[src/rtl/clint_pkg.sv]
//------------------------------------------------------------------------------
// clint_pkg
// Shared constants for the core-local interrupt/trap controller: CSR
// addresses, FSM state encodings, mcause codes, mstatus bit positions and
// the mstatus update helpers used on trap entry and mret.
// Rev 1.0 - initial release
//------------------------------------------------------------------------------
`default_nettype none

package clint_pkg;

  localparam int CSR_ADDRESS_WIDTH = 12;

  localparam logic [CSR_ADDRESS_WIDTH-1:0] CSR_MSTATUS = 12'h300;
  localparam logic [CSR_ADDRESS_WIDTH-1:0] CSR_MTVEC   = 12'h305;
  localparam logic [CSR_ADDRESS_WIDTH-1:0] CSR_MEPC    = 12'h341;
  localparam logic [CSR_ADDRESS_WIDTH-1:0] CSR_MCAUSE  = 12'h342;
  localparam logic [CSR_ADDRESS_WIDTH-1:0] CSR_MTVAL   = 12'h343;

  localparam int STATE_W = 3;
  localparam logic [STATE_W-1:0] S_IDLE      = 3'd0;
  localparam logic [STATE_W-1:0] S_W_MEPC    = 3'd1;
  localparam logic [STATE_W-1:0] S_W_MSTATUS = 3'd2;
  localparam logic [STATE_W-1:0] S_W_MCAUSE  = 3'd3;
  localparam logic [STATE_W-1:0] S_W_MTVAL   = 3'd4;
  localparam logic [STATE_W-1:0] S_JUMP      = 3'd5;
  localparam logic [STATE_W-1:0] S_R_MSTATUS = 3'd6;
  localparam logic [STATE_W-1:0] S_R_JUMP    = 3'd7;

  localparam logic [31:0] MCAUSE_ILLEGAL = 32'd2;
  localparam logic [31:0] MCAUSE_EBREAK  = 32'd3;
  localparam logic [31:0] MCAUSE_ECALL   = 32'd11;
  localparam logic [31:0] MCAUSE_EXT_IRQ = 32'h8000_000B;

  localparam int MIE_BIT  = 3;
  localparam int MPIE_BIT = 7;
  localparam int MPP_HI   = 12;
  localparam int MPP_LO   = 11;

  // Trap entry: stash MIE in MPIE, disable interrupts, record M-mode as MPP.
  function automatic logic [31:0] trap_mstatus(input logic [31:0] s);
    logic [31:0] r;
    r                = s;
    r[MPIE_BIT]      = s[MIE_BIT];
    r[MIE_BIT]       = 1'b0;
    r[MPP_HI:MPP_LO] = 2'b11;
    return r;
  endfunction

  // mret: restore MIE from MPIE and set MPIE.
  function automatic logic [31:0] mret_mstatus(input logic [31:0] s);
    logic [31:0] r;
    r           = s;
    r[MIE_BIT]  = s[MPIE_BIT];
    r[MPIE_BIT] = 1'b1;
    return r;
  endfunction

endpackage

`default_nettype wire

[src/rtl/clint_cause_enc.sv]
//------------------------------------------------------------------------------
// clint_cause_enc
// Combinational priority encoder for trap requests:
// illegal > ecall > ebreak > mret > external interrupt.
// Rev 1.0 - initial release
//------------------------------------------------------------------------------
`default_nettype none

module clint_cause_enc
  import clint_pkg::*;
(
  input  logic        valid_i,
  input  logic        illegal_i,
  input  logic        ecall_i,
  input  logic        ebreak_i,
  input  logic        mret_i,
  input  logic        irq_i,
  input  logic        mie_i,
  output logic        req_o,
  output logic        is_mret_o,
  output logic        is_irq_o,
  output logic [31:0] mcause_o
);

  // Pick the highest-priority pending event; sync events need a valid ID slot.
  always_comb begin
    req_o     = 1'b0;
    is_mret_o = 1'b0;
    is_irq_o  = 1'b0;
    mcause_o  = 32'd0;
    if (valid_i && illegal_i) begin
      req_o    = 1'b1;
      mcause_o = MCAUSE_ILLEGAL;
    end else if (valid_i && ecall_i) begin
      req_o    = 1'b1;
      mcause_o = MCAUSE_ECALL;
    end else if (valid_i && ebreak_i) begin
      req_o    = 1'b1;
      mcause_o = MCAUSE_EBREAK;
    end else if (valid_i && mret_i) begin
      req_o     = 1'b1;
      is_mret_o = 1'b1;
    end else if (irq_i && mie_i) begin
      req_o    = 1'b1;
      is_irq_o = 1'b1;
      mcause_o = MCAUSE_EXT_IRQ;
    end
  end

endmodule

`default_nettype wire

[src/rtl/clint.sv]
//------------------------------------------------------------------------------
// clint
// Core-local interrupt/trap controller. Stalls IF/ID on a trap or mret,
// sequences mepc/mstatus/mcause (optionally mtval) writes into the CSR block
// and then redirects the PC to mtvec or mepc.
// Build option: CLINT_MTVAL_EN adds a W_MTVAL state writing the faulting
// instruction word for illegal instructions (0 for other causes).
// Rev 1.0 - initial release
//------------------------------------------------------------------------------
`default_nettype none

module clint
  import clint_pkg::*;
(
  input  logic                         clk,
  input  logic                         rst_n,
  input  logic                         id_valid_i,
  input  logic [31:0]                  id_pc_i,
  input  logic [31:0]                  id_inst_i,
  input  logic                         id_ecall_i,
  input  logic                         id_ebreak_i,
  input  logic                         id_illegal_i,
  input  logic                         id_mret_i,
  input  logic                         ex_jump_i,
  input  logic [31:0]                  ex_jump_addr_i,
  input  logic                         ex_csr_we_i,
  input  logic                         irq_i,
  input  logic [31:0]                  csr_mtvec_i,
  input  logic [31:0]                  csr_mepc_i,
  input  logic [31:0]                  csr_mstatus_i,
  output logic                         csr_we_o,
  output logic [CSR_ADDRESS_WIDTH-1:0] csr_waddr_o,
  output logic [31:0]                  csr_wdata_o,
  output logic                         hold_o,
  output logic                         jump_o,
  output logic [31:0]                  jump_addr_o
);

  logic [STATE_W-1:0]           state_q, state_d;
  logic [31:0]                  cause_q;
  logic                         csr_we_q, csr_we_d;
  logic [CSR_ADDRESS_WIDTH-1:0] csr_waddr_q, csr_waddr_d;
  logic [31:0]                  csr_wdata_q, csr_wdata_d;

  logic        req;
  logic        is_mret;
  logic        is_irq;
  logic [31:0] mcause;
  logic        start;
  logic [31:0] ret_pc;

  clint_cause_enc u_cause_enc (
    .valid_i   (id_valid_i),
    .illegal_i (id_illegal_i),
    .ecall_i   (id_ecall_i),
    .ebreak_i  (id_ebreak_i),
    .mret_i    (id_mret_i),
    .irq_i     (irq_i),
    .mie_i     (csr_mstatus_i[MIE_BIT]),
    .req_o     (req),
    .is_mret_o (is_mret),
    .is_irq_o  (is_irq),
    .mcause_o  (mcause)
  );

  // A request waits while EX owns the CSR write port so no clint write is lost.
  assign start  = (state_q == S_IDLE) && req && !ex_csr_we_i;
  assign ret_pc = (is_irq && ex_jump_i) ? ex_jump_addr_i : id_pc_i;

`ifdef CLINT_MTVAL_EN
  logic [31:0] inst_q;

  // Capture the instruction word at trap entry for mtval.
  always_ff @(posedge clk or negedge rst_n) begin
    if (!rst_n)     inst_q <= 32'd0;
    else if (start) inst_q <= id_inst_i;
  end
`else
  logic unused_inst;
  assign unused_inst = ^id_inst_i;
`endif

  logic unused_mtvec_lo;
  assign unused_mtvec_lo = ^csr_mtvec_i[1:0];

  // State register plus registered CSR write port and latched cause.
  // The return PC needs no separate latch: it is written to mepc in the
  // very next cycle and is captured directly into csr_wdata_q.
  always_ff @(posedge clk or negedge rst_n) begin
    if (!rst_n) begin
      state_q     <= S_IDLE;
      cause_q     <= 32'd0;
      csr_we_q    <= 1'b0;
      csr_waddr_q <= '0;
      csr_wdata_q <= 32'd0;
    end else begin
      state_q     <= state_d;
      csr_we_q    <= csr_we_d;
      csr_waddr_q <= csr_waddr_d;
      csr_wdata_q <= csr_wdata_d;
      if (start) cause_q <= mcause;
    end
  end

  // Next-state sequencing for trap entry and mret.
  always_comb begin
    state_d = state_q;
    case (state_q)
      S_IDLE:      if (start) state_d = is_mret ? S_R_MSTATUS : S_W_MEPC;
      S_W_MEPC:    state_d = S_W_MSTATUS;
      S_W_MSTATUS: state_d = S_W_MCAUSE;
`ifdef CLINT_MTVAL_EN
      S_W_MCAUSE:  state_d = S_W_MTVAL;
      S_W_MTVAL:   state_d = S_JUMP;
`else
      S_W_MCAUSE:  state_d = S_JUMP;
`endif
      S_JUMP:      state_d = S_IDLE;
      S_R_MSTATUS: state_d = S_R_JUMP;
      S_R_JUMP:    state_d = S_IDLE;
      default:     state_d = S_IDLE;
    endcase
  end

  // Outputs: the write for the next state is prepared here and registered,
  // hold/jump are decoded from the current state.
  always_comb begin
    csr_we_d    = 1'b0;
    csr_waddr_d = '0;
    csr_wdata_d = 32'd0;
    hold_o      = (state_q != S_IDLE) || req;
    jump_o      = 1'b0;
    jump_addr_o = 32'd0;
    case (state_q)
      S_IDLE: begin
        if (start) begin
          csr_we_d = 1'b1;
          if (is_mret) begin
            csr_waddr_d = CSR_MSTATUS;
            csr_wdata_d = mret_mstatus(csr_mstatus_i);
          end else begin
            csr_waddr_d = CSR_MEPC;
            csr_wdata_d = ret_pc;
          end
        end
      end
      S_W_MEPC: begin
        csr_we_d    = 1'b1;
        csr_waddr_d = CSR_MSTATUS;
        csr_wdata_d = trap_mstatus(csr_mstatus_i);
      end
      S_W_MSTATUS: begin
        csr_we_d    = 1'b1;
        csr_waddr_d = CSR_MCAUSE;
        csr_wdata_d = cause_q;
      end
`ifdef CLINT_MTVAL_EN
      S_W_MCAUSE: begin
        csr_we_d    = 1'b1;
        csr_waddr_d = CSR_MTVAL;
        csr_wdata_d = (cause_q == MCAUSE_ILLEGAL) ? inst_q : 32'd0;
      end
`endif
      S_JUMP: begin
        jump_o      = 1'b1;
        jump_addr_o = {csr_mtvec_i[31:2], 2'b00};
      end
      S_R_JUMP: begin
        jump_o      = 1'b1;
        jump_addr_o = csr_mepc_i;
      end
      default: ;
    endcase
  end

  assign csr_we_o    = csr_we_q;
  assign csr_waddr_o = csr_waddr_q;
  assign csr_wdata_o = csr_wdata_q;

endmodule

`default_nettype wire

[config.mk]
export PLATFORM = sky130hd
export DESIGN_NAME = clint
export DESIGN_NICKNAME = d
export VERILOG_FILES = /design/src/rtl/clint_pkg.sv /design/src/rtl/clint_cause_enc.sv /design/src/rtl/clint.sv
export SDC_FILE = /design/constraint.sdc
export NUM_CORES = 1
export LEC_CHECK = 0
export ABC_AREA = 1
export CAP_MARGIN = 20
export CORE_AREA = 2 2 110 112
export CTS_CLUSTER_SIZE = 40
export DETAILED_ROUTE_END_ITERATION = 6
export DIE_AREA = 0 0 112 114
export PLACE_DENSITY = 0.76
export SLEW_MARGIN = 20
export SYNTH_ARGS = -nofsm -noshare
export SYNTH_HDL_FRONTEND = slang
export SYNTH_SLANG_ARGS = --single-unit
[constraint.sdc]
create_clock -name clk -period 1.7 [get_ports clk]
set_input_delay 0.17 -clock clk [delete_from_list [all_inputs] [get_ports clk]]
set_output_delay 0.17 -clock clk [all_outputs]
set_load 0.01 [all_outputs]
After elaboration in Yosys (flattened, before gate mapping)
Index checks and enable logic that the tools add are counted.
Word-level totals
  register bits: 80
  word-level logic and storage cells: 58
  input bits: 202
Cells by class
  multiplexer cells: 32
  equality and inequality tests: 7
  reductions and logical operators: 14
Operator list (count)
  32-bit 2-to-1 mux: 8
  32-bit one-hot mux with 3 select lines: 1
  32-bit one-hot mux with 2 select lines: 1
  10-bit one-hot mux with 3 select lines: 1
  1-bit 2-to-1 mux: 15
  3-bit one-hot mux with 5 select lines: 1
  10-bit 2-to-1 mux: 1
  3-bit equality test, second input constant: 3
  1-bit logical AND: 8
  7-bit 2-to-1 mux: 1
  3-bit by 2-bit equality test with 1-bit output, second input constant: 2
  3-bit 2-to-1 mux: 2
  2-bit OR reduction: 2
  3-bit by 1-bit equality test with 1-bit output, second input constant: 1
  3-bit zero test: 1
  3-bit nonzero test: 1
  2-bit != test, second input constant: 1
  1-bit one-hot mux with 2 select lines: 1
  1-bit zero test: 1
  1-bit logical OR: 1

Depth between registers and ports, before layout
Gate-level depths: netlist (run 1).
  depth after elaboration: 11
  mapped depth: 9
  depth with buffers taken out: 9

Hierarchy
Synthesis (run 1) repeated with hierarchy kept, for this count alone.
Second synthesis, totals
  cells, all modules: 721
  area, all modules: 4805.9 µm²
Modules (own cells, without submodules)
  clint: times used 1, cells an instance 671, area an instance 4499.3 µm²
  clint_cause_enc: times used 1, cells an instance 50, area an instance 306.5 µm²

Least setup slack after synthesis (run 1)
No wires, ideal clock.
  path type: reg-to-reg
  start: register state_q[1]
  end: register csr_wdata_q[10], in the netlist csr_wdata_o[10]
  path buffers: 2
  stages on the path, launching flop included: 10
  required time: 1.635 ns
  slack: 0.380 ns
  arrival: 1.255 ns
  cell sequence: dfrtp_1 -> buf_6 -> clkinv_2 -> nand3_2 -> nor2_2 -> nand2_2 -> nor2_4 -> buf_2 -> nand3_1 -> nand2_1
On the way
  word-level cells in the longest chain between the ends: 5
RTL lines
  start, declared: line clint.sv:39  | logic [STATE_W-1:0] state_q, state_d;
  start signal, assigned: line clint.sv:97  | state_q <= state_d;
  3-bit zero test: line clint.sv:67, clint.sv:134
  1-bit logical AND (2 in a row): line clint.sv:67  | assign start = (state_q == S_IDLE) && req && !ex_csr_we_i;
  32-bit 2-to-1 mux: line clint.sv:136  | if (start) begin
  32-bit one-hot mux with 3 select lines (*): line clint.sv:134  | case (state_q)
  net csr_wdata_d[10]: line clint.sv:43  | logic [31:0] csr_wdata_q, csr_wdata_d;
  end signal, assigned: line clint.sv:100  | csr_wdata_q <= csr_wdata_d;
  end, declared: line clint.sv:43
The timed path passes the listed nets; every way through them passes the cells marked *.
A chain may end at the register's enable or synchronous reset.

Final worst setup path (run 1)
  start: register state_q[1]
  end: output jump_addr_o[4]
On the way
  word-level cells in the longest chain between the ends: 2
RTL lines
  3-bit equality test: line clint.sv:134
  32-bit one-hot mux with 2 select lines (*): line clint.sv:134
  end, declared: line clint.sv:36  | output logic [31:0] jump_addr_o
Every way passes the cells marked *; elsewhere a longest branch is shown, timed or not.

==> reports/qor.txt, run 1 <==
CLOCKING
----------------------------------------------------------------------------------------
CTS tree                                                                             yes
Clock latency on the worst-skew pair                                              280 ps
Longest Clk Path Bufs                                                                  2
Clock tree sinks                                                                      43
TritonCTS buffer count                                                                 5
Maximum level of the CTS H-tree                                                        2
Clock root buffer                                                           sky130_fd_sc_hd__clkbuf_16
Clock-pin slew of the registers on the worst-case setup and hold paths             60 ps

CRITICAL PATH
----------------------------------------------------------------------------------------
Slowest cell delay on critical path                                               530 ps
Type of the setup path with the least slack                                 flip-flop to output port
Buffer and inverter count on the worst path                                            3
Category of cells accounting for the largest share of critical-path delay   buffers and inverters
Ordered list of cells on the worst path                                     buf_4 > buf_12 > nand3_1 > nand2_1 > clkdlybuf4s50_1
Setup crit end kind                                                          output port
Crit start category                                                            flip-flop
Beginning of the critical path                                                state_q[1]
Arr. time, crit path                                                             1640 ps
RR Startpoint                                                                 state_q[2]
Data required time of the worst path                                             1530 ps
Slowest-stage cell, CP                                                      sky130_fd_sc_hd__clkdlybuf4s50_1
CP max FO                                                                             16

ROUTING
----------------------------------------------------------------------------------------
Routed via count divided by cell count                                              4.28
Drt first pass iters                                                                   4
Total length of routed wires                                                    11600 um
Detailed router's first-iteration violation count                                    148
Antenna-violating nets left                                                            0
Routed length per instance                                                       13.3 um
Via count                                                                           3755
DR DRC count                                                                           0

POWER AND IR DROP
----------------------------------------------------------------------------------------
Overall power of the completed layout                                            5760 uW
Comb pwr share                                                                     55.6%
Total leakage power                                                           0.00315 uW
Total net switching power                                                        2000 uW
Sequential power share                                                             27.1%
Proportion of power drawn by the clock network                                     17.3%
Switch share                                                                       34.7%
Total power per unit cell area                                               976 nW/um^2
Worst-case vdd ir drop                                                            607 uV
Power Internal                                                                   3760 uW

SYNTH
----------------------------------------------------------------------------------------
Number of storage elements in the synthesis netlist                                   43
Dominant cell type by area after synthesis                                  sky130_fd_sc_hd__dfrtp_1
Distinct cell type count after synthesis                                              27
Seq/Total Area, Yosys                                                              36.4%
Post-synthesis instance area                                                  2950 sq um
Synth top area cells                                                        sky130_fd_sc_hd__dfrtp_1, sky130_fd_sc_hd__nand2_1, sky130_fd_sc_hd__nand3_1, sky130_fd_sc_hd__inv_1, sky130_fd_sc_hd__buf_4
Post-Syn Area per Cell                                                        6.39 sq um
Yosys top cell area share                                                          36.4%
Yosys warning total                                                                    0
Number of cells produced by synthesis                                                462

TIMING
----------------------------------------------------------------------------------------
Fmax                                                                           0.552 GHz
Max-slew violations                                                                    0
Worst setup slack after layout                                                   -112 ps
Worst Skew                                                                       4.02 ps
Fraction of the cycle the final worst path needs                                    107%
Number of hold-slack violations in the final timing report                             0
Finish-stage setup viols                                                               2
Setup TNS                                                                        -216 ps
Setup repair after global routing missed its margin                                 true
Minimum clock period after layout                                                1810 ps

FLOORPLAN
----------------------------------------------------------------------------------------
Initial Util                                                                       25.2%
Number of I/O pins                                                                   281
Horizontal extent of the die                                                      112 um
Die area                                                                     12800 sq um
Core ar.                                                                     11700 sq um
Die Span Y                                                                        114 um
Row count                                                                             40

GLOBAL ROUTING
----------------------------------------------------------------------------------------
First-pass GRT wire length                                                      18000 um
Antenna violations before repair                                                       0
Vias in the first global route                                                      3552
Global-route usage over all layers                                                 17.4%
Grt total ovfl                                                                         0
Largest net degree at the start of global routing                                     44

CELLS AND AREA
----------------------------------------------------------------------------------------
Most frequent cells in the layout                                           sky130_fd_sc_hd__clkdlybuf4s50_1, sky130_fd_sc_hd__nand2_1, sky130_fd_sc_hd__nand3_1
Share of layout cells above drive strength 1                                       13.5%
Total number of nets in the final design                                             932
Most common library cell in the layout ignoring fill and taps               sky130_fd_sc_hd__clkdlybuf4s50_1
P&R area growth vs syn                                                              100%
Cell area after layout                                                        5900 sq um
N_diodes                                                                               0
Final core utilization                                                             50.4%

OUTCOME
----------------------------------------------------------------------------------------
Violated checks                                                             setup timing
Outcome                                                                     complete, but fails checks

HOLD PATH
----------------------------------------------------------------------------------------
Type of the tightest min-delay check                                        primary input to async pin

PLACED DESIGN
----------------------------------------------------------------------------------------
Post-placement cell area                                                      5700 sq um
GP Congestion                                                                      0.849
Detailed Place HPWL                                                              8780 um
Buffers on Ports                                                                     239
Post-placement setup slack                                                       -377 ps

FLOW RUN
----------------------------------------------------------------------------------------
Max-cap violation count                                                                0

-- path summary, 6_finish.rpt --
kind	endpoint	slack, ps	depth (start not counted)
max	jump_addr_o[4]	-110	5
min	csr_wdata_o[18]	420	3
max reg2reg	csr_wdata_o[17]	140	10
min reg2reg	cause_q[1]	490	2
max in group asynchronous	csr_wdata_o[3]	1060	3
min in group clk	csr_wdata_o[10]	430	3
-- power by group through the flow --
stage          sequential, uW  clock (uW)  combinational [uW]
3_5_place_dp             1580           0                3050
2_1_floorplan            1740           0                1130
5_1_grt                  1600        1070                3490
4_1_cts                  1560        1030                3100
3_3_place_gp             1580           0                3010
6_report                 1560         996                3200
-- what timing repair did --
item                       4_1_cts  5_1_grt
pin swaps                        1        5
buffers inserted                 3        6
hold buffers                     1        0
gates cloned                     1        1
hold endpoints to repair        43        0
resized for setup               56       40
setup endpoints to repair       66       45
-- cell usage after synthesis (all sizes together) --
library cell  number
a21boi             1
nand4              1
nand3            103
o211ai             1
clkinv             2
clkbuf            12
nand3b             4
o21ai              8
conb               1
inv               72
dfrtp             43
nand2            176
or2                1
nor2              15
buf               21
nor3               1
-- flip-flops by register name, indices dropped and copies added, names as in the netlist --
name,flops
cause_q,4
csr_wdata_o,32
state_q,3
csr_waddr_o,4
-- worst register-to-register path: stages (launching register included) --
cell and delay [ps]:
sky130_fd_sc_hd__dfrtp_1 400, sky130_fd_sc_hd__buf_6 130, sky130_fd_sc_hd__inv_2 50, sky130_fd_sc_hd__nand3_2 90
sky130_fd_sc_hd__nor2_2 160, sky130_fd_sc_hd__buf_4 140, sky130_fd_sc_hd__nand3_2 100, sky130_fd_sc_hd__nand2_4 90
sky130_fd_sc_hd__buf_12 180, sky130_fd_sc_hd__nand2_1 100, sky130_fd_sc_hd__nand2_1 80
-- kinds of logic after synthesis --
group | after synthesis | synth area share, %
DFF | 43 | 36.4
AOI/OAI and AO/OA | 10 | 1.86
and+or+nand+nor | 301 | 45.2
other | 1 | 0.127
buffers and inverters | 107 | 16.4
-- cell type report --
class                   count  area [sq um]
fillers                  1189          5810
repair buffers            287          2770
multi-input cells         319          1440
flip-flops and latches     43          1080
inverters                  74           283
well taps                 147           184
clock buffers               8           156
-- per-stage QoR --
| step | hold WS (ps) | cells |
|---|---|---|
| 6_report | 420 | 878 |
| 4_1_cts | 415 | 871 |
| 3_5_place_dp | 179 | 858 |
| 3_3_place_gp | 181 | 858 |
| 2_1_floorplan | -126 | 468 |
| 5_1_grt | 430 | 878 |
-- per-layer routing --
layer	GRT usage, %	share of wire (%)	vias up
met2	31.2	51	118
met5	0	0	-
met3	3.56	5.3	16
met4	3.66	1.8	0
li1	-	-	1940
met1	21.9	42	1681
(Power assumes the default switching activity.)
==> run 2: changes to the inputs <==
--- a/config.mk
+++ b/config.mk
@@ -16,3 +16,4 @@
 export SYNTH_ARGS = -nofsm -noshare
 export SYNTH_HDL_FRONTEND = slang
 export SYNTH_SLANG_ARGS = --single-unit
+export TNS_END_PERCENT = 1
==> reports/qor.txt, run 2 (same netlist as run 1, synthesis figures left out) <==
OUTCOME
-------------------------------------------------------------------------------------
Outcome                                                                  complete, but fails checks   unchanged
Violated checks                                                          setup timing   unchanged

PLACED DESIGN
-------------------------------------------------------------------------------------
GP Congestion                                                                   0.849   unchanged
Post-placement setup slack                                                    -377 ps   unchanged
Detailed Place HPWL                                                           8780 um   unchanged
Post-placement cell area                                                   5700 sq um   unchanged
Buffers on Ports                                                                  239   unchanged

POWER AND IR DROP
-------------------------------------------------------------------------------------
Total net switching power                                                     1930 uW   was 2000 uW
Switch share                                                                    34.6%   was 34.7%
Total leakage power                                                        0.00315 uW   about the same
Total power per unit cell area                                            954 nW/um^2   was 976 nW/um^2
Power Internal                                                                3650 uW   was 3760 uW
Proportion of power drawn by the clock network                                  17.9%   was 17.3%
Worst-case vdd ir drop                                                         598 uV   was 607 uV
Sequential power share                                                          28.0%   was 27.1%
Comb pwr share                                                                  54.2%   was 55.6%

ROUTING
-------------------------------------------------------------------------------------
DR DRC count                                                                        0   unchanged
Routed via count divided by cell count                                           4.27   was 4.28
Via count                                                                        3707   was 3755
Total length of routed wires                                                 11200 um   was 11600 um
Antenna-violating nets left                                                         0   unchanged
Routed length per instance                                                    12.9 um   was 13.3 um
Detailed router's first-iteration violation count                                 160   was 148
Drt first pass iters                                                                4   unchanged

FLOORPLAN
-------------------------------------------------------------------------------------
Die area                                                                  12800 sq um   unchanged
Initial Util                                                                    25.2%   unchanged
Core ar.                                                                  11700 sq um   unchanged
Die Span Y                                                                     114 um   unchanged
Horizontal extent of the die                                                   112 um   unchanged
Number of I/O pins                                                                281   unchanged
Row count                                                                          40   unchanged

TIMING
-------------------------------------------------------------------------------------
Max-slew violations                                                                 0   unchanged
Worst slew margin                                                               46.9%
Number of hold-slack violations in the final timing report                          0   unchanged
Fraction of the cycle the final worst path needs                                 102%   was 107%
Worst Skew                                                                    4.28 ps   was 4.02 ps
Fmax                                                                        0.574 GHz   was 0.552 GHz
Setup repair after global routing missed its margin                              true   unchanged
Finish-stage setup viols                                                           21   was 2
Setup TNS                                                                     -275 ps   was -216 ps
Worst setup slack after layout                                               -41.9 ps   was -112 ps
Transition time of the tightest slew-check pin                                 794 ps
Minimum clock period after layout                                             1740 ps   was 1810 ps

CELLS AND AREA
-------------------------------------------------------------------------------------
Most frequent cells in the layout                                        sky130_fd_sc_hd__clkdlybuf4s50_1, sky130_fd_sc_hd__nand2_1, sky130_fd_sc_hd__nand3_1   unchanged
Cell area after layout                                                     5840 sq um   was 5900 sq um
Area occupied by registers                                                 1080 sq um   unchanged
Multi-input gate area                                                      1420 sq um   was 1440 sq um
Share of layout cells above drive strength 1                                    10.5%   was 13.5%
Total number of nets in the final design                                          923   was 932
N_diodes                                                                            0   unchanged
P&R area growth vs syn                                                          97.9%   was 100%
Final core utilization                                                          49.9%   was 50.4%
Most common library cell in the layout ignoring fill and taps            sky130_fd_sc_hd__clkdlybuf4s50_1   unchanged
Flip-flop count of the largest register after layout                               32   unchanged
Fill cell instance count of the final layout                                     1179   was 1189

CRITICAL PATH
-------------------------------------------------------------------------------------
Beginning of the critical path                                             state_q[2]   was state_q[1]
RR Startpoint                                                              state_q[0]   was state_q[2]
Reg-to-reg endpoint                                                      csr_wdata_o[17]   unchanged
Setup crit end kind                                                       output port   unchanged
Crit start category                                                         flip-flop   unchanged
Data required time of the worst path                                          1530 ps   about the same
Register-to-Register Path Depth                                                     7   was 10
Worst reg-to-reg setup slack                                                   -40 ps   was 140 ps
CP max FO                                                                           6   was 16
CP Capture Point                                                         jump_addr_o[25]   was jump_addr_o[4]
Arr. time, crit path                                                          1570 ps   was 1640 ps
Type of the setup path with the least slack                              flip-flop to output port   unchanged

GLOBAL ROUTING
-------------------------------------------------------------------------------------
Grt total ovfl                                                                      0   unchanged
Largest net degree at the start of global routing                                  44   unchanged
First-pass GRT wire length                                                   17600 um   was 18000 um
Global-route usage over all layers                                              17.0%   was 17.4%
Vias in the first global route                                                   3497   was 3552
Antenna violations before repair                                                    0   unchanged

CLOCKING
-------------------------------------------------------------------------------------
Clock latency on the worst-skew pair                                           280 ps   about the same
TritonCTS buffer count                                                              5   unchanged
Maximum level of the CTS H-tree                                                     2   unchanged
Clock root buffer                                                        sky130_fd_sc_hd__clkbuf_16   unchanged
Clock-pin slew of the registers on the worst-case setup and hold paths          60 ps   about the same
CTS tree                                                                          yes   unchanged
Longest Clk Path Bufs                                                               2   unchanged
Clock tree sinks                                                                   43   unchanged

FLOW RUN
-------------------------------------------------------------------------------------
Max-cap violation count                                                             0   unchanged

HOLD PATH
-------------------------------------------------------------------------------------
Type of the tightest min-delay check                                     primary input to async pin   unchanged

run 2: area by class of cell:
type | instances | share of cell area [%]
Inverter | 74 | 4.84
Tap cell | 147 | 3.15
Sequential cell | 43 | 18.4
Timing Repair Buffer | 279 | 46.6
Multi-Input combinational cell | 318 | 24.3
Clock buffer | 8 | 2.68
run 2: critical path, cell delays in order, from the launching register on:
cell and delay (ps):
sky130_fd_sc_hd__dfrtp_1 410, sky130_fd_sc_hd__nand2_1 120, sky130_fd_sc_hd__inv_4 70, sky130_fd_sc_hd__buf_4 130, sky130_fd_sc_hd__buf_4 130, sky130_fd_sc_hd__nand3_1 60
sky130_fd_sc_hd__nand2_1 80, sky130_fd_sc_hd__dlygate4sd2_1 290
run 2: how the worst min path moves through the flow:
| stage | to | slack, ps |
|---|---|---|
| 3_5_place_dp | csr_wdata_o[18] | 180 |
| 2_1_floorplan | cause_q[0] | -130 |
| 6_report | csr_wdata_o[18] | 420 |
| 3_3_place_gp | csr_wdata_o[21] | 180 |
| 5_1_grt | csr_wdata_o[21] | 430 |
| 4_1_cts | csr_wdata_o[18] | 420 |
run 2: per-stage QoR:
stage | hold slack, ps | power (uW) | std cells
detailed placement | 179 | 4630 | 858
global route | 430 | 5970 | 869
finish | 422 | 5570 | 869
floorplan | -126 | 2870 | 468
global placement | 181 | 4590 | 858
CTS | 415 | 5630 | 867
run 2: what timing repair did:
| item | CTS | global route |
|---|---|---|
| resized for setup | 36 | 36 |
| buffers inserted | 0 | 2 |
| hold buffers | 1 | 0 |
| hold endpoints to repair | 43 | 0 |
| pin swaps | 5 | 0 |
| cloned | 0 | 0 |
| endpoints found under the setup margin | 66 | 66 |
run 2: metal layers:
metal  part of all wire (%)  vias to the layer above  GRT usage, %
met5                      0                        -             0
met4                    1.9                        0          3.98
met3                    5.8                       16          3.61
met2                     50                      116          29.9
met1                     42                     1656          21.4
li1                       -                     1919             -
run 2: power groups by stage:
stage	registers (uW)	logic, uW	clock network, uW
global placement	1580	3010	0
floorplan	1740	1130	0
global route	1600	3300	1070
finish	1560	3020	995
CTS	1560	3040	1030
detailed placement	1580	3050	0
==> run 3: changes to the inputs <==
--- a/config.mk
+++ b/config.mk
@@ -12,7 +12,8 @@
 export DETAILED_ROUTE_END_ITERATION = 6
 export DIE_AREA = 0 0 112 114
 export PLACE_DENSITY = 0.76
-export SLEW_MARGIN = 20
+export RECOVER_POWER = 100
+export SLEW_MARGIN = 0
 export SYNTH_ARGS = -nofsm -noshare
 export SYNTH_HDL_FRONTEND = slang
 export SYNTH_SLANG_ARGS = --single-unit
==> reports/qor.txt, run 3 (same netlist as run 1, synthesis figures left out) <==
CLOCKING
----------------------------------------------------------------------------------------
Maximum level of the CTS H-tree                                                        2   unchanged
TritonCTS buffer count                                                                 5   unchanged
Clock latency on the worst-skew pair                                              280 ps   about the same
Longest Clk Path Bufs                                                                  2   unchanged
CTS tree                                                                             yes   unchanged
Clock-pin slew of the registers on the worst-case setup and hold paths             60 ps   about the same
Clock root buffer                                                           sky130_fd_sc_hd__clkbuf_16   unchanged
Clock tree sinks                                                                      43   unchanged

TIMING
----------------------------------------------------------------------------------------
Minimum clock period after layout                                                1740 ps   about the same
Finish-stage setup viols                                                              22   was 21
Number of hold-slack violations in the final timing report                             0   unchanged
Fmax                                                                           0.575 GHz   was 0.574 GHz
Fraction of the cycle the final worst path needs                                    102%   about the same
Setup repair after global routing missed its margin                                 true   unchanged
Hold slack final                                                                  426 ps   was 422 ps
Worst slew margin                                                                  25.3%   was 46.9%
Worst setup slack after layout                                                  -39.4 ps   was -41.9 ps
Max-slew violations                                                                    0   unchanged
Setup TNS                                                                        -300 ps   was -275 ps
Transition time of the tightest slew-check pin                                   1120 ps   was 794 ps
Worst Skew                                                                       3.59 ps   was 4.28 ps

CELLS AND AREA
----------------------------------------------------------------------------------------
Final Instance Count excl. Fillers                                                   869   unchanged
Area occupied by registers                                                    1080 sq um   unchanged
Fill cell instance count of the final layout                                        1186   was 1179
Flip-flop count of the largest register after layout                                  32   unchanged
P&R area growth vs syn                                                             96.7%   was 97.9%
Share of layout cells above drive strength 1                                       10.4%   was 10.5%
N_diodes                                                                               0   unchanged
Most frequent cells in the layout                                           sky130_fd_sc_hd__nand2_1, sky130_fd_sc_hd__clkdlybuf4s50_1, sky130_fd_sc_hd__nand3_1   was sky130_fd_sc_hd__clkdlybuf4s50_1, sky130_fd_sc_hd__nand2_1, sky130_fd_sc_hd__nand3_1
Multi-input gate area                                                         1420 sq um   unchanged
Most common library cell in the layout ignoring fill and taps               sky130_fd_sc_hd__nand2_1   was sky130_fd_sc_hd__clkdlybuf4s50_1
Total number of nets in the final design                                             923   unchanged

CRITICAL PATH
----------------------------------------------------------------------------------------
Slowest-stage cell, CP                                                      sky130_fd_sc_hd__dfrtp_1   unchanged
Crit start category                                                            flip-flop   unchanged
Ordered list of cells on the worst path                                     nand2_1 > inv_2 > clkbuf_2 > nand3_1 > nand2_1 > dlygate4sd2_1   was nand2_1 > inv_4 > buf_4 > buf_4 > nand3_1 > nand2_1 > dlygate4sd2_1
RR Startpoint                                                                 state_q[0]   unchanged
Slowest cell delay on critical path                                               400 ps   was 410 ps
Register-to-Register Path Depth                                                        7   unchanged
Critical path's most frequent cell                                          sky130_fd_sc_hd__nand2_1
Buffer and inverter count on the worst path                                            3   was 4
Setup crit end kind                                                          output port   unchanged
Category of cells accounting for the largest share of critical-path delay   buffers and inverters   unchanged
Worst reg-to-reg setup slack                                                      -30 ps   was -40 ps
CP max FO                                                                              9   was 6
Type of the setup path with the least slack                                 flip-flop to output port   unchanged
Arr. time, crit path                                                             1570 ps   about the same
Reg-to-reg endpoint                                                         csr_wdata_o[17]   unchanged
Data required time of the worst path                                             1530 ps   about the same

ROUTING
----------------------------------------------------------------------------------------
DR DRC count                                                                           0   unchanged
Routed length per instance                                                       12.8 um   was 12.9 um
Antenna-violating nets left                                                            0   unchanged
Drt first pass iters                                                                   4   unchanged
Total length of routed wires                                                    11100 um   was 11200 um
Detailed router's first-iteration violation count                                    171   was 160
Via count                                                                           3697   was 3707
Routed via count divided by cell count                                              4.25   was 4.27

GLOBAL ROUTING
----------------------------------------------------------------------------------------
Global-route usage over all layers                                                 17.0%   unchanged
Vias in the first global route                                                      3497   unchanged
Grt total ovfl                                                                         0   unchanged
Largest net degree at the start of global routing                                     44   unchanged
First-pass GRT wire length                                                      17600 um   unchanged
Antenna violations before repair                                                       0   unchanged

POWER AND IR DROP
----------------------------------------------------------------------------------------
Total power per unit cell area                                               929 nW/um^2   was 954 nW/um^2
Worst-case vdd ir drop                                                            549 uV   was 598 uV
Total leakage power                                                           0.00323 uW   was 0.00315 uW
Overall power of the completed layout                                            5400 uW   was 5570 uW

PLACED DESIGN
----------------------------------------------------------------------------------------
Buffers on Ports                                                                     239   unchanged
Post-placement setup slack                                                       -377 ps   unchanged
Cell count after placement                                                           858   unchanged
Detailed Place HPWL                                                              8780 um   unchanged
GP Congestion                                                                      0.849   unchanged

FLOW RUN
----------------------------------------------------------------------------------------
Max-cap violation count                                                                0   unchanged

HOLD PATH
----------------------------------------------------------------------------------------
Worst-case hold path end point                                              csr_wdata_o[10]
Hold Path Depth                                                                        3
Type of the tightest min-delay check                                        primary input to flip-flop   was primary input to async pin
Beginning of the worst hold path                                            csr_mstatus_i[10]

OUTCOME
----------------------------------------------------------------------------------------
Violated checks                                                             setup timing   unchanged
Outcome                                                                     complete, but fails checks   unchanged

FLOORPLAN
----------------------------------------------------------------------------------------
Die area                                                                     12800 sq um   unchanged
Number of I/O pins                                                                   281   unchanged
Core ar.                                                                     11700 sq um   unchanged
Horizontal extent of the die                                                      112 um   unchanged
Die Span Y                                                                        114 um   unchanged
Row count                                                                             40   unchanged
Initial Util                                                                       25.2%   unchanged

[run 3: cell count changes in the layout (fill, tap and decap cells not counted), sizes merged]
cell,before,now
dlygate4sd3,1,40
clkbuf,18,24
clkdlybuf4s50,203,164
buf,41,35
[run 3: final cells by class]
type,count,share of cell area (%)
Clock buffer,8,2.69
Inverter,74,4.83
Multi-Input combinational cell,318,24.5
Sequential cell,43,18.5
Tap cell,147,3.17
Timing Repair Buffer,279,46.3
[run 3: metrics by stage]
step           util [%]  cell area [sq um]
2_1_floorplan         -               2980
3_3_place_gp       48.6               5700
3_5_place_dp       48.6               5700
4_1_cts            49.8               5840
5_1_grt            49.6               5810
6_report           49.6               5810
[run 3: worst max path at each step]
stage	startpoint	end	slack (ps)	cells after the start
finish	state_q[2]	jump_addr_o[25]	-40	6
global placement	id_valid_i	csr_wdata_o[1]	-340	9
CTS	state_q[2]	jump_addr_o[16]	-200	6
global route	state_q[0]	csr_wdata_o[1]	-220	7
floorplan	state_q[1]	csr_wdata_o[10]	380	9
detailed placement	id_valid_i	csr_wdata_o[17]	-380	9
[run 3: report_power, final]
group / total [uW] / internal (uW) / switching, uW
registers: 1540 / 1420 / 124
clock network: 996 / 626 / 371
logic: 2860 / 1450 / 1410
[run 3: tightest hold or removal path, delay by kind of cell]
family,cells,cell delay (ps)
buffers and inverters,1,390
AND/OR/NAND/NOR,2,100
[run 3: timing repair]
action                                  CTS  global route
gates resized for setup                  36            36
setup buffers                             0             2
endpoints found under the setup margin   66            66
gates cloned                              0             0
endpoints found under the hold margin    43             0
pin swaps                                 5             0
hold buffers                              1             0
[run 3: per-layer routing]
layer  vias to the layer above  part of all wire (%)  track usage, %
met3                        16                   5.0            3.61
met4                         0                   2.0            3.98
met2                       112                    51            29.9
li1                       1915                     -               -
met5                         -                     0               0
met1                      1654                    42            21.4
